## config.mk

```make
export PLATFORM = sky130hd
export DESIGN_NAME = crypto_block_endpoint_flat
export DESIGN_NICKNAME = d
export VERILOG_FILES = /design/src/rtl/crypto_block_endpoint_if.sv /design/src/rtl/crypto_block_endpoint.sv /design/src/flat_wrapper.sv
export SDC_FILE = /design/constraint.sdc
export NUM_CORES = 1
export LEC_CHECK = 0
export BUFFER_PORTS_ARGS = -buffer_cell sky130_fd_sc_hd__buf_2
export CORE_AREA = 2 2 304 306
export CTS_BUF_LIST = sky130_fd_sc_hd__clkbuf_4 sky130_fd_sc_hd__clkbuf_8 sky130_fd_sc_hd__clkbuf_16
export CTS_CLUSTER_DIAMETER = 40
export DETAILED_ROUTE_END_ITERATION = 6
export DIE_AREA = 0 0 306 308
export PLACE_DENSITY_LB_ADDON = 0.12
export SLEW_MARGIN = 20
export SYNTH_ARGS = -nofsm -noshare
export SYNTH_HDL_FRONTEND = slang
export SYNTH_SLANG_ARGS = --single-unit
export TNS_END_PERCENT = 20
```

## constraint.sdc

```tcl
create_clock -name crypto_clk -period 1.9 [get_ports crypto_clk]
set_input_delay 0.095 -clock crypto_clk [delete_from_list [all_inputs] [get_ports crypto_clk]]
set_output_delay 0.095 -clock crypto_clk [all_outputs]
set_load 0.005 [all_outputs]
```

## src/rtl/crypto_block_endpoint_if.sv

```systemverilog
// Bundle between the register side, the crypto endpoint and the external round datapath.
// The endpoint uses the slave modport; the register side and round core together use master.
interface crypto_block_endpoint_if #(
    parameter int TEXT_WIDTH   = 128,
    parameter int KEY_WIDTH    = 128,
    parameter int CIPHER_WIDTH = 128,
    parameter int IDX_WIDTH    = 4
);
    logic                    crypto_start;
    logic [TEXT_WIDTH-1:0]   crypto_textout;
    logic [KEY_WIDTH-1:0]    crypto_keyout;
    logic [CIPHER_WIDTH-1:0] crypto_cipherin;
    logic                    crypto_ready;
    logic                    crypto_done;
    logic                    crypto_idle;

    logic                    core_load;
    logic [TEXT_WIDTH-1:0]   core_text;
    logic [KEY_WIDTH-1:0]    core_key;
    logic                    core_round_en;
    logic [IDX_WIDTH-1:0]    core_round_idx;
    logic                    core_last;
    logic                    core_dummy;
    logic [CIPHER_WIDTH-1:0] core_state_in;

    modport master (
        output crypto_start, crypto_textout, crypto_keyout, core_state_in,
        input  crypto_cipherin, crypto_ready, crypto_done, crypto_idle,
        input  core_load, core_text, core_key, core_round_en, core_round_idx,
        input  core_last, core_dummy
    );

    modport slave (
        input  crypto_start, crypto_textout, crypto_keyout, core_state_in,
        output crypto_cipherin, crypto_ready, crypto_done, crypto_idle,
        output core_load, core_text, core_key, core_round_en, core_round_idx,
        output core_last, core_dummy
    );
endinterface

```

## src/rtl/crypto_block_endpoint.sv

```systemverilog
// Sequences an external iterative round core: load, NUM_ROUNDS rounds, capture of the result.
// Optional macro CRYPTO_DUMMY_ROUNDS_EN inserts LFSR-driven dummy rounds before each real round.
module crypto_block_endpoint #(
    parameter int          TEXT_WIDTH   = 128,
    parameter int          KEY_WIDTH    = 128,
    parameter int          CIPHER_WIDTH = 128,
    parameter int          NUM_ROUNDS   = 10,
    parameter int          IDX_WIDTH    = 4,
    parameter int          DUMMY_BITS   = 2,
    parameter logic [15:0] LFSR_SEED    = 16'hACE1
) (
    input logic                     crypto_clk,
    input logic                     crypto_rst,
    crypto_block_endpoint_if.slave  bus
);

    localparam logic [IDX_WIDTH-1:0] LAST_IDX = IDX_WIDTH'(NUM_ROUNDS);

    typedef enum logic [2:0] {
        S_IDLE,
        S_LOAD,
        S_RUN,
        S_DUMMY,
        S_FINISH
    } state_t;

    state_t                  state;
    logic                    ready_r;
    logic                    idle_r;
    logic                    done_r;
    logic [CIPHER_WIDTH-1:0] cipher_r;
    logic                    load_r;
    logic [TEXT_WIDTH-1:0]   text_r;
    logic [KEY_WIDTH-1:0]    key_r;
    logic                    round_en_r;
    logic [IDX_WIDTH-1:0]    idx_r;
    logic                    last_r;
    logic [IDX_WIDTH-1:0]    next_idx;

    // Index of the real round whose slot is entered on this edge.
    assign next_idx = (state == S_LOAD) ? IDX_WIDTH'(1) : idx_r + IDX_WIDTH'(1);

`ifdef CRYPTO_DUMMY_ROUNDS_EN
    logic [15:0]           lfsr_r;
    logic [DUMMY_BITS-1:0] n_dummy;
    logic [DUMMY_BITS-1:0] dcnt_r;
    logic [IDX_WIDTH-1:0]  pend_idx_r;
    logic                  dummy_r;

    // Galois form of x^16 + x^14 + x^13 + x^11 + 1, shifting right.
    function automatic logic [15:0] lfsr_next(input logic [15:0] cur);
        lfsr_next = {1'b0, cur[15:1]} ^ (cur[0] ? 16'hB400 : 16'h0000);
    endfunction

    assign n_dummy = lfsr_r[DUMMY_BITS-1:0];

    always_ff @(posedge crypto_clk) begin
        if (crypto_rst) begin
            lfsr_r <= LFSR_SEED;
        end else begin
            lfsr_r <= lfsr_next(lfsr_r);
        end
    end

    always_ff @(posedge crypto_clk) begin
        if (crypto_rst) begin
            state      <= S_IDLE;
            ready_r    <= 1'b1;
            idle_r     <= 1'b1;
            done_r     <= 1'b0;
            cipher_r   <= '0;
            load_r     <= 1'b0;
            text_r     <= '0;
            key_r      <= '0;
            round_en_r <= 1'b0;
            idx_r      <= '0;
            last_r     <= 1'b0;
            dummy_r    <= 1'b0;
            dcnt_r     <= '0;
            pend_idx_r <= '0;
        end else begin
            case (state)
                S_IDLE: begin
                    if (bus.crypto_start) begin
                        text_r  <= bus.crypto_textout;
                        key_r   <= bus.crypto_keyout;
                        done_r  <= 1'b0;
                        ready_r <= 1'b0;
                        idle_r  <= 1'b0;
                        load_r  <= 1'b1;
                        state   <= S_LOAD;
                    end
                end
                S_LOAD, S_RUN: begin
                    load_r <= 1'b0;
                    if (state == S_RUN && last_r) begin
                        round_en_r <= 1'b0;
                        idx_r      <= '0;
                        last_r     <= 1'b0;
                        state      <= S_FINISH;
                    end else if (n_dummy != '0) begin
                        // Dummy cycles precede the real round; its index waits in pend_idx_r.
                        round_en_r <= 1'b1;
                        dummy_r    <= 1'b1;
                        idx_r      <= '0;
                        last_r     <= 1'b0;
                        dcnt_r     <= n_dummy - DUMMY_BITS'(1);
                        pend_idx_r <= next_idx;
                        state      <= S_DUMMY;
                    end else begin
                        round_en_r <= 1'b1;
                        dummy_r    <= 1'b0;
                        idx_r      <= next_idx;
                        last_r     <= (next_idx == LAST_IDX);
                        state      <= S_RUN;
                    end
                end
                S_DUMMY: begin
                    if (dcnt_r == '0) begin
                        dummy_r <= 1'b0;
                        idx_r   <= pend_idx_r;
                        last_r  <= (pend_idx_r == LAST_IDX);
                        state   <= S_RUN;
                    end else begin
                        dcnt_r <= dcnt_r - DUMMY_BITS'(1);
                    end
                end
                S_FINISH: begin
                    cipher_r <= bus.core_state_in;
                    done_r   <= 1'b1;
                    ready_r  <= 1'b1;
                    idle_r   <= 1'b1;
                    state    <= S_IDLE;
                end
                default: state <= S_IDLE;
            endcase
        end
    end

    assign bus.core_dummy = dummy_r;
`else
    // Dummy-round configuration is inert in this build.
    logic unused_cfg;
    assign unused_cfg = ^{DUMMY_BITS[0], LFSR_SEED};

    always_ff @(posedge crypto_clk) begin
        if (crypto_rst) begin
            state      <= S_IDLE;
            ready_r    <= 1'b1;
            idle_r     <= 1'b1;
            done_r     <= 1'b0;
            cipher_r   <= '0;
            load_r     <= 1'b0;
            text_r     <= '0;
            key_r      <= '0;
            round_en_r <= 1'b0;
            idx_r      <= '0;
            last_r     <= 1'b0;
        end else begin
            case (state)
                S_IDLE: begin
                    if (bus.crypto_start) begin
                        text_r  <= bus.crypto_textout;
                        key_r   <= bus.crypto_keyout;
                        done_r  <= 1'b0;
                        ready_r <= 1'b0;
                        idle_r  <= 1'b0;
                        load_r  <= 1'b1;
                        state   <= S_LOAD;
                    end
                end
                S_LOAD, S_RUN: begin
                    load_r <= 1'b0;
                    if (state == S_RUN && last_r) begin
                        round_en_r <= 1'b0;
                        idx_r      <= '0;
                        last_r     <= 1'b0;
                        state      <= S_FINISH;
                    end else begin
                        round_en_r <= 1'b1;
                        idx_r      <= next_idx;
                        last_r     <= (next_idx == LAST_IDX);
                        state      <= S_RUN;
                    end
                end
                S_FINISH: begin
                    cipher_r <= bus.core_state_in;
                    done_r   <= 1'b1;
                    ready_r  <= 1'b1;
                    idle_r   <= 1'b1;
                    state    <= S_IDLE;
                end
                default: state <= S_IDLE;
            endcase
        end
    end

    assign bus.core_dummy = 1'b0;
`endif

    assign bus.crypto_cipherin = cipher_r;
    assign bus.crypto_ready    = ready_r;
    assign bus.crypto_done     = done_r;
    assign bus.crypto_idle     = idle_r;
    assign bus.core_load       = load_r;
    assign bus.core_text       = text_r;
    assign bus.core_key        = key_r;
    assign bus.core_round_en   = round_en_r;
    assign bus.core_round_idx  = idx_r;
    assign bus.core_last       = last_r;

endmodule
```

## src/flat_wrapper.sv

```systemverilog
// flat-port wrapper written by rule: the top's interface ports become plain ports
module crypto_block_endpoint_flat 
#(
    parameter int          TEXT_WIDTH   = 128,
    parameter int          KEY_WIDTH    = 128,
    parameter int          CIPHER_WIDTH = 128,
    parameter int          NUM_ROUNDS   = 10,
    parameter int          IDX_WIDTH    = 4,
    parameter int          DUMMY_BITS   = 2,
    parameter logic [15:0] LFSR_SEED    = 16'hACE1
)
  (crypto_clk, crypto_rst, bus_crypto_start, bus_crypto_textout, bus_crypto_keyout, bus_core_state_in, bus_crypto_cipherin, bus_crypto_ready, bus_crypto_done, bus_crypto_idle, bus_core_load, bus_core_text, bus_core_key, bus_core_round_en, bus_core_round_idx, bus_core_last, bus_core_dummy);
  crypto_block_endpoint_if #(.TEXT_WIDTH(TEXT_WIDTH), .KEY_WIDTH(KEY_WIDTH), .CIPHER_WIDTH(CIPHER_WIDTH), .IDX_WIDTH(IDX_WIDTH)) bus_i ();
  input logic crypto_clk;
  input logic crypto_rst;
  input wire logic [$bits(bus_i.crypto_start)-1:0] bus_crypto_start;
  input wire logic [$bits(bus_i.crypto_textout)-1:0] bus_crypto_textout;
  input wire logic [$bits(bus_i.crypto_keyout)-1:0] bus_crypto_keyout;
  input wire logic [$bits(bus_i.core_state_in)-1:0] bus_core_state_in;
  output wire logic [$bits(bus_i.crypto_cipherin)-1:0] bus_crypto_cipherin;
  output wire logic [$bits(bus_i.crypto_ready)-1:0] bus_crypto_ready;
  output wire logic [$bits(bus_i.crypto_done)-1:0] bus_crypto_done;
  output wire logic [$bits(bus_i.crypto_idle)-1:0] bus_crypto_idle;
  output wire logic [$bits(bus_i.core_load)-1:0] bus_core_load;
  output wire logic [$bits(bus_i.core_text)-1:0] bus_core_text;
  output wire logic [$bits(bus_i.core_key)-1:0] bus_core_key;
  output wire logic [$bits(bus_i.core_round_en)-1:0] bus_core_round_en;
  output wire logic [$bits(bus_i.core_round_idx)-1:0] bus_core_round_idx;
  output wire logic [$bits(bus_i.core_last)-1:0] bus_core_last;
  output wire logic [$bits(bus_i.core_dummy)-1:0] bus_core_dummy;
  assign bus_i.crypto_start = bus_crypto_start;
  assign bus_i.crypto_textout = bus_crypto_textout;
  assign bus_i.crypto_keyout = bus_crypto_keyout;
  assign bus_i.core_state_in = bus_core_state_in;
  assign bus_crypto_cipherin = bus_i.crypto_cipherin;
  assign bus_crypto_ready = bus_i.crypto_ready;
  assign bus_crypto_done = bus_i.crypto_done;
  assign bus_crypto_idle = bus_i.crypto_idle;
  assign bus_core_load = bus_i.core_load;
  assign bus_core_text = bus_i.core_text;
  assign bus_core_key = bus_i.core_key;
  assign bus_core_round_en = bus_i.core_round_en;
  assign bus_core_round_idx = bus_i.core_round_idx;
  assign bus_core_last = bus_i.core_last;
  assign bus_core_dummy = bus_i.core_dummy;
  crypto_block_endpoint #(.TEXT_WIDTH(TEXT_WIDTH), .KEY_WIDTH(KEY_WIDTH), .CIPHER_WIDTH(CIPHER_WIDTH), .NUM_ROUNDS(NUM_ROUNDS), .IDX_WIDTH(IDX_WIDTH), .DUMMY_BITS(DUMMY_BITS), .LFSR_SEED(LFSR_SEED)) u_core (.crypto_clk(crypto_clk), .crypto_rst(crypto_rst), .bus(bus_i));
endmodule
```

==> flow_metrics.env, run 1 <==
export IMPL_status="completed"
export IMPL_clock_skew_ns=0.01862
export IMPL_viasPerCell=3.828
export IMPL_crit_slowest_cell="nor4b_4"
export IMPL_worst_r2r_path_depth=5
export IMPL_grt_pass1_wl_um=93500
export IMPL_clk_path_buf_depth=3
export IMPL_power_density_mw_per_mm2=1048
export IMPL_routedWlPerCell_um=15.17
export IMPL_synth_ff_type="dfxtp_1"
export IMPL_worstHoldEndpoint="u_core.bus.crypto_cipherin[74]"
export IMPL_setup_slack_ns=0.2027
export IMPL_critPathKind="register to register"
export IMPL_grt_pass1_vias=16120
export IMPL_ctsResizeCount=0
export IMPL_diodes=0
export IMPL_post_cts_setup_buffer_count=0
export IMPL_max_stage_delay_ns=0.40
export IMPL_synth_top_cell_area_share=0.5802
export IMPL_instances_no_fill=4155
export IMPL_yosys_warnings=0
export IMPL_hpwlAfterDp_um=45290
export IMPL_drtIter0Drc=757
export IMPL_leakage_uw=0.01168
export IMPL_dp_slack_ns=0.1811
export IMPL_clock_sinks=396
export IMPL_reg2reg_setup_slack_ns=0.20
export IMPL_ant_nets=0
export IMPL_hold_viol=0
export IMPL_area_growth_syn_to_layout_pct=90.41
export IMPL_chipWidth_um=306
export IMPL_max_freq_ghz=0.5892
export IMPL_rr_endpoint="u_core.bus.core_key[88]"
export IMPL_antenna_found_initial=0
export IMPL_final_cell_area_mm2=0.02602
export IMPL_clk_latency_ns=0.63
export IMPL_post_dp_cell_area_mm2=0.01908
export IMPL_cts_tree="built"
export IMPL_ys_ff_latch=396
export IMPL_core_mm2=0.09097
export IMPL_dieArea_mm2=0.09425
export IMPL_worstPathCellList="nor4b_4, buf_12, buf_4, nand2_1, a21oi_1"
export IMPL_comb_power_share=0.102
export IMPL_ir_drop_uv=538.7
export IMPL_synth_area_leader_cell="dfxtp_1"
export IMPL_internal_power_uw=20670
export IMPL_fin_tns_setup_ns=0
export IMPL_die_h_um=308
export IMPL_post_route_drc_count=0
export IMPL_syn_area_per_cell_um2=7.917
export IMPL_cts_clk_slew_worst_paths_ns=0.05
export IMPL_drive_above_1_share=0.3348
export IMPL_cts_root_buf="clkbuf_16"
export IMPL_min_period_ns=1.697
export IMPL_routed_via_count=15900
export IMPL_cp_end_kind="register"
export IMPL_arrival_ns=2.24
export IMPL_pwr_share_seq=0.327
export IMPL_grt_start_max_net_pins=68
export IMPL_synth_most_common_cell="nand2_1"
export IMPL_gr_usage_all_layers=0.1270
export IMPL_r2r_start="u_core.state[2]"
export IMPL_period_share=0.8933
export IMPL_numCtsBuffers=90
export IMPL_clkPwrFrac=0.571
export IMPL_power_total_uw=27270
export IMPL_synthTopCellsByCount="nand2_1 (769), dfxtp_1 (396), a21oi_1 (388)"
export IMPL_synthDistinctLibCells=30
export IMPL_globalRouteOverflowTotal=0
export IMPL_wl_um=63050
export IMPL_required_ns=2.44
export IMPL_min_path_cells=4
export IMPL_hp_class="primary input to register"
export IMPL_port_buffers=780
export IMPL_synth_edf_count=0
export IMPL_rsz0062_at_grt="false"
export IMPL_slew_viol_final=0
export IMPL_switching_share=0.2420
export IMPL_post_place_cells=3607
export IMPL_synthCells=1726
export IMPL_synth_async_reset_ratio=0
export IMPL_drv_cap=0
export IMPL_seq_area_frac_synth=0.5802
export IMPL_netlist_area_mm2=0.01366
export IMPL_cp_start_kind="register"
export IMPL_start_util=0.1502
export IMPL_nets=3287
export IMPL_firstDrtPassIters=5
export IMPL_rows=111
export IMPL_synth_net_count=2114
export IMPL_crit_fanout=24
export IMPL_gp_congestion=0.7687
export IMPL_synth_area_top_cells="dfxtp_1 (58%), nand2_1 (21%), a21oi_1 (14%), buf_2 (2.1%), clkbuf_1 (1.5%)"
export IMPL_p_sw_uw=6600
export IMPL_num_io_pins=782
export IMPL_report_final_setup_viol=0
export IMPL_ctsHtreeMaxLevel=3
export IMPL_min_from="bus_core_state_in[74]"
how the worst max path moves through the flow:
| stage | start | to | slack (ns) | cells after the start |
|---|---|---|---|---|
| final | u_core.state[2] | u_core.bus.core_key[88] | 0.20 | 5 |
| after global routing | u_core.state[1] | u_core.bus.core_text[100] | 0.05 | 6 |
| after CTS | u_core.state[2] | u_core.bus.core_key[88] | 0.15 | 5 |
| after detailed placement | u_core.state[2] | u_core.bus.core_key[88] | 0.18 | 5 |
| after global placement | u_core.state[2] | u_core.bus.core_key[6] | 0.22 | 5 |
| after floorplan | u_core.state[0] | u_core.bus.crypto_done | 0.54 | 7 |
logic make-up after synthesis:
kind of cell / share of synthesized area
XOR/XNOR: 0.001282
other: 0.0002744
AND/OR/NAND/NOR: 0.2225
buffers and inverters: 0.04734
AO/OA/AOI/OAI: 0.1475
adder cells (fa/ha/maj): 0.0009155
flip-flops: 0.5802
worst max-delay path, delay by kind of cell (launching register included):
kind,cells,cell delay [ns]
flops,1,0.39
simple gates,2,0.49
compound gates,1,0.13
buf+inv,2,0.58
sequential cells by signal, indices dropped and copies added, names as in the netlist, 3 cells and up:
signal	cells
u_core.bus.crypto_cipherin	128
u_core.bus.core_key	128
u_core.state	3
u_core.bus.core_text	128
u_core.bus.core_round_idx	4
area by class of cell:
| type | count | area [um2] |
|---|---|---|
| multi-input combinational | 1196 | 5109 |
| fill | 9982 | 64950 |
| inverter | 2 | 7.507 |
| clock inverter | 46 | 519.2 |
| clock buffer | 116 | 2554 |
| timing repair buffer | 1213 | 8418 |
| tap | 1186 | 1484 |
| sequential | 396 | 7928 |
through the flow:
step / hold WS [ns] / util
3_5_place_dp: 0.3402 / 0.2098
2_1_floorplan: 0.2310 / -
4_1_cts: 0.1693 / 0.2860
3_3_place_gp: 0.3354 / 0.2098
5_1_grt: 0.2158 / 0.2860
6_report: 0.2426 / 0.2860
metal layers:
layer	track usage	up-vias	wire [um]
met2	0.2286	564	31840
li1	-	7926	-
met5	0	-	0
met1	0.1347	7308	24420
met4	0.05109	0	1667
met3	0.04494	106	5112
power groups by stage:
stage	logic, uW	clock network, uW	registers, uW
finish	2780	15600	8910
global route	3060	16500	8950
CTS	2850	16100	8910
detailed placement	2190	0	9060
global placement	2180	0	9050
floorplan	866	0	9080
cells in the final DEF, fill, tap and decap left out, drive strengths merged:
| cell | count |
|---|---|
| a211o | 1 |
| and2 | 1 |
| nor4b | 1 |
| and3 | 1 |
| nor4 | 2 |
| o22a | 1 |
| dfxtp | 396 |
| nor2 | 9 |
| a21o | 1 |
| a22oi | 2 |
| nand3 | 1 |
| o21a | 1 |
| o31ai | 1 |
| nand2 | 769 |
| clkinv | 24 |
| nand3b | 2 |
| bufinv | 8 |
| xnor2 | 2 |
| inv | 6 |
| conb | 1 |
| dlygate4sd3 | 386 |
| a21oi | 388 |
| ha | 1 |
| buf | 827 |
| o21ai | 2 |
| nor3 | 4 |
| nand2b | 4 |
| clkbuf | 116 |
| clkinvlp | 10 |
| a32oi | 1 |
timing repair:
action | 4_1_cts | 5_1_grt
hold endpoints to repair | 385 | 0
hold buffers | 386 | 0
setup endpoints to repair | 0 | 0
Note: power is estimated with default switching activity, not from simulation.
==> run 2: changes to the inputs <==
--- a/config.mk
+++ b/config.mk
@@ -11,7 +11,7 @@
 export CTS_CLUSTER_DIAMETER = 40
 export DETAILED_ROUTE_END_ITERATION = 6
 export DIE_AREA = 0 0 306 308
-export PLACE_DENSITY_LB_ADDON = 0.12
+export PLACE_DENSITY = 0.45
 export SLEW_MARGIN = 20
 export SYNTH_ARGS = -nofsm -noshare
 export SYNTH_HDL_FRONTEND = slang
==> run 2 against run 1 <==
- final cell count hardly changed
- die area stayed put
- utilization is 0.098 points lower
- critical path type unchanged
- largest power group unchanged
==> flow_metrics.env, run 2 (synthesis results as in run 1) <==
export IMPL_chipWidth_um=306
export IMPL_clock_skew_ns=0.02668
export IMPL_drtIter0Drc=824
export IMPL_core_mm2=0.09097
export IMPL_required_ns=2.44
export IMPL_max_freq_ghz=0.6047
export IMPL_num_io_pins=782
export IMPL_drv_cap=0
export IMPL_start_util=0.1502
export IMPL_leakage_uw=0.01166
export IMPL_routedWlPerCell_um=14.11
export IMPL_rows=111
export IMPL_hp_class="primary input to register"
export IMPL_hpwlAfterDp_um=42090
export IMPL_die_h_um=308
export IMPL_cts_root_buf="clkbuf_16"
export IMPL_status="completed"
export IMPL_layout_commonest_cell="buf_2"
export IMPL_power_density_mw_per_mm2=1018
export IMPL_grt_pass1_vias=16000
export IMPL_post_dp_cell_area_mm2=0.01925
export IMPL_critPathKind="register to register"
export IMPL_fin_tns_setup_ns=0
export IMPL_cts_clk_slew_worst_paths_ns=0.05
export IMPL_clk_latency_ns=0.62
export IMPL_area_growth_syn_to_layout_pct=89.76
export IMPL_ir_drop_uv=786.6
export IMPL_drive_above_1_share=0.3342
export IMPL_layout_common_cells="buf_2 (779), nand2_1 (768), dfxtp_1 (396), a21oi_1 (388), dlygate4sd3_1 (385)"
export IMPL_cp_start_kind="register"
export IMPL_crit_fanout=39
export IMPL_clk_path_buf_depth=3
export IMPL_report_final_setup_viol=0
export IMPL_post_route_drc_count=0
export IMPL_hold_viol=0
export IMPL_grt_pass1_wl_um=88120
export IMPL_ant_nets=0
export IMPL_post_cts_setup_buffer_count=0
export IMPL_min_period_ns=1.654
export IMPL_dieArea_mm2=0.09425
export IMPL_routed_via_count=15830
export IMPL_cp_end_kind="register"
export IMPL_firstDrtPassIters=6
export IMPL_gr_usage_all_layers=0.1183
export IMPL_port_buffers=780
export IMPL_ctsHtreeMaxLevel=3
export IMPL_final_cell_area_mm2=0.02593
export IMPL_numCtsBuffers=80
export IMPL_grt_start_max_net_pins=72
export IMPL_whs_ns=0.1020
export IMPL_clock_sinks=396
export IMPL_arrival_ns=2.19
export IMPL_rsz0062_at_grt="false"
export IMPL_period_share=0.8704
export IMPL_cts_tree="built"
export IMPL_antenna_found_initial=2
export IMPL_viasPerCell=3.812
export IMPL_slew_viol_final=0
export IMPL_globalRouteOverflowTotal=0
export IMPL_nets=3293
export IMPL_gp_congestion=0.7912
export IMPL_wl_um=58580
export IMPL_ctsResizeCount=0
-- run 2: routing by layer --
metal	routed length, um	up-vias	track usage
met4	1797	2	0.04708
met1	23530	7215	0.1304
li1	-	7934	-
met5	13	-	0
met2	28410	568	0.2051
met3	4825	109	0.04425
-- run 2: path summary, 6_finish.rpt --
kind                                               start                            end  slack (ns)  depth (start not counted)
worst max-delay path                     u_core.state[0]  u_core.bus.crypto_cipherin[5]        0.25                          6
worst min register to register  u_core.bus.core_key[102]       u_core.bus.core_key[102]        0.45                          2
worst max register to register           u_core.state[0]  u_core.bus.crypto_cipherin[5]        0.25                          6
worst min-delay path                    bus_crypto_start       u_core.bus.core_text[18]        0.10                          5
-- run 2: report_power, final --
group | leakage (uW) | total, uW | internal, uW | switching, uW
clock | 0.00141 | 14700 | 10000 | 4640
sequential | 0.00323 | 8900 | 8710 | 191
combinational | 0.00703 | 2820 | 1500 | 1330
total | 0.0117 | 26400 | 20200 | 6150
-- run 2: layout make-up --
| class | count | area (um2) |
|---|---|---|
| Fill cell | 9817 | 65040 |
| Timing Repair Buffer | 1229 | 8573 |
| Sequential cell | 396 | 7928 |
| Multi-Input combinational cell | 1196 | 5109 |
| Clock buffer | 105 | 2283 |
| Tap cell | 1186 | 1484 |
| Clock inverter | 37 | 543.0 |
| Inverter | 2 | 7.507 |
| Antenna cell | 1 | 2.502 |
-- run 2: what timing repair did --
action	in CTS	in global routing
hold buffers	385	0
endpoints found under the hold margin	385	0
setup endpoints to repair	0	0
-- run 2: worst max-delay path: stages (launching register included) --
cell	delay, ns
dfxtp_1	0.38
nor2_2	0.29
and2_4	0.25
buf_12	0.22
buf_4	0.18
nand2_1	0.08
a21oi_1	0.15
-- run 2: per-stage QoR --
stage / util / instances / total power [uW] / setup WS (ns)
2_1_floorplan: - / 1726 / 9949 / 0.5362
3_3_place_gp: 0.2116 / 3624 / 11270 / 0.2782
3_5_place_dp: 0.2116 / 3624 / 11270 / 0.2665
4_1_cts: 0.2850 / 4151 / 26830 / 0.2426
5_1_grt: 0.2850 / 4152 / 27480 / 0.1416
6_report: 0.2850 / 4152 / 26400 / 0.2462
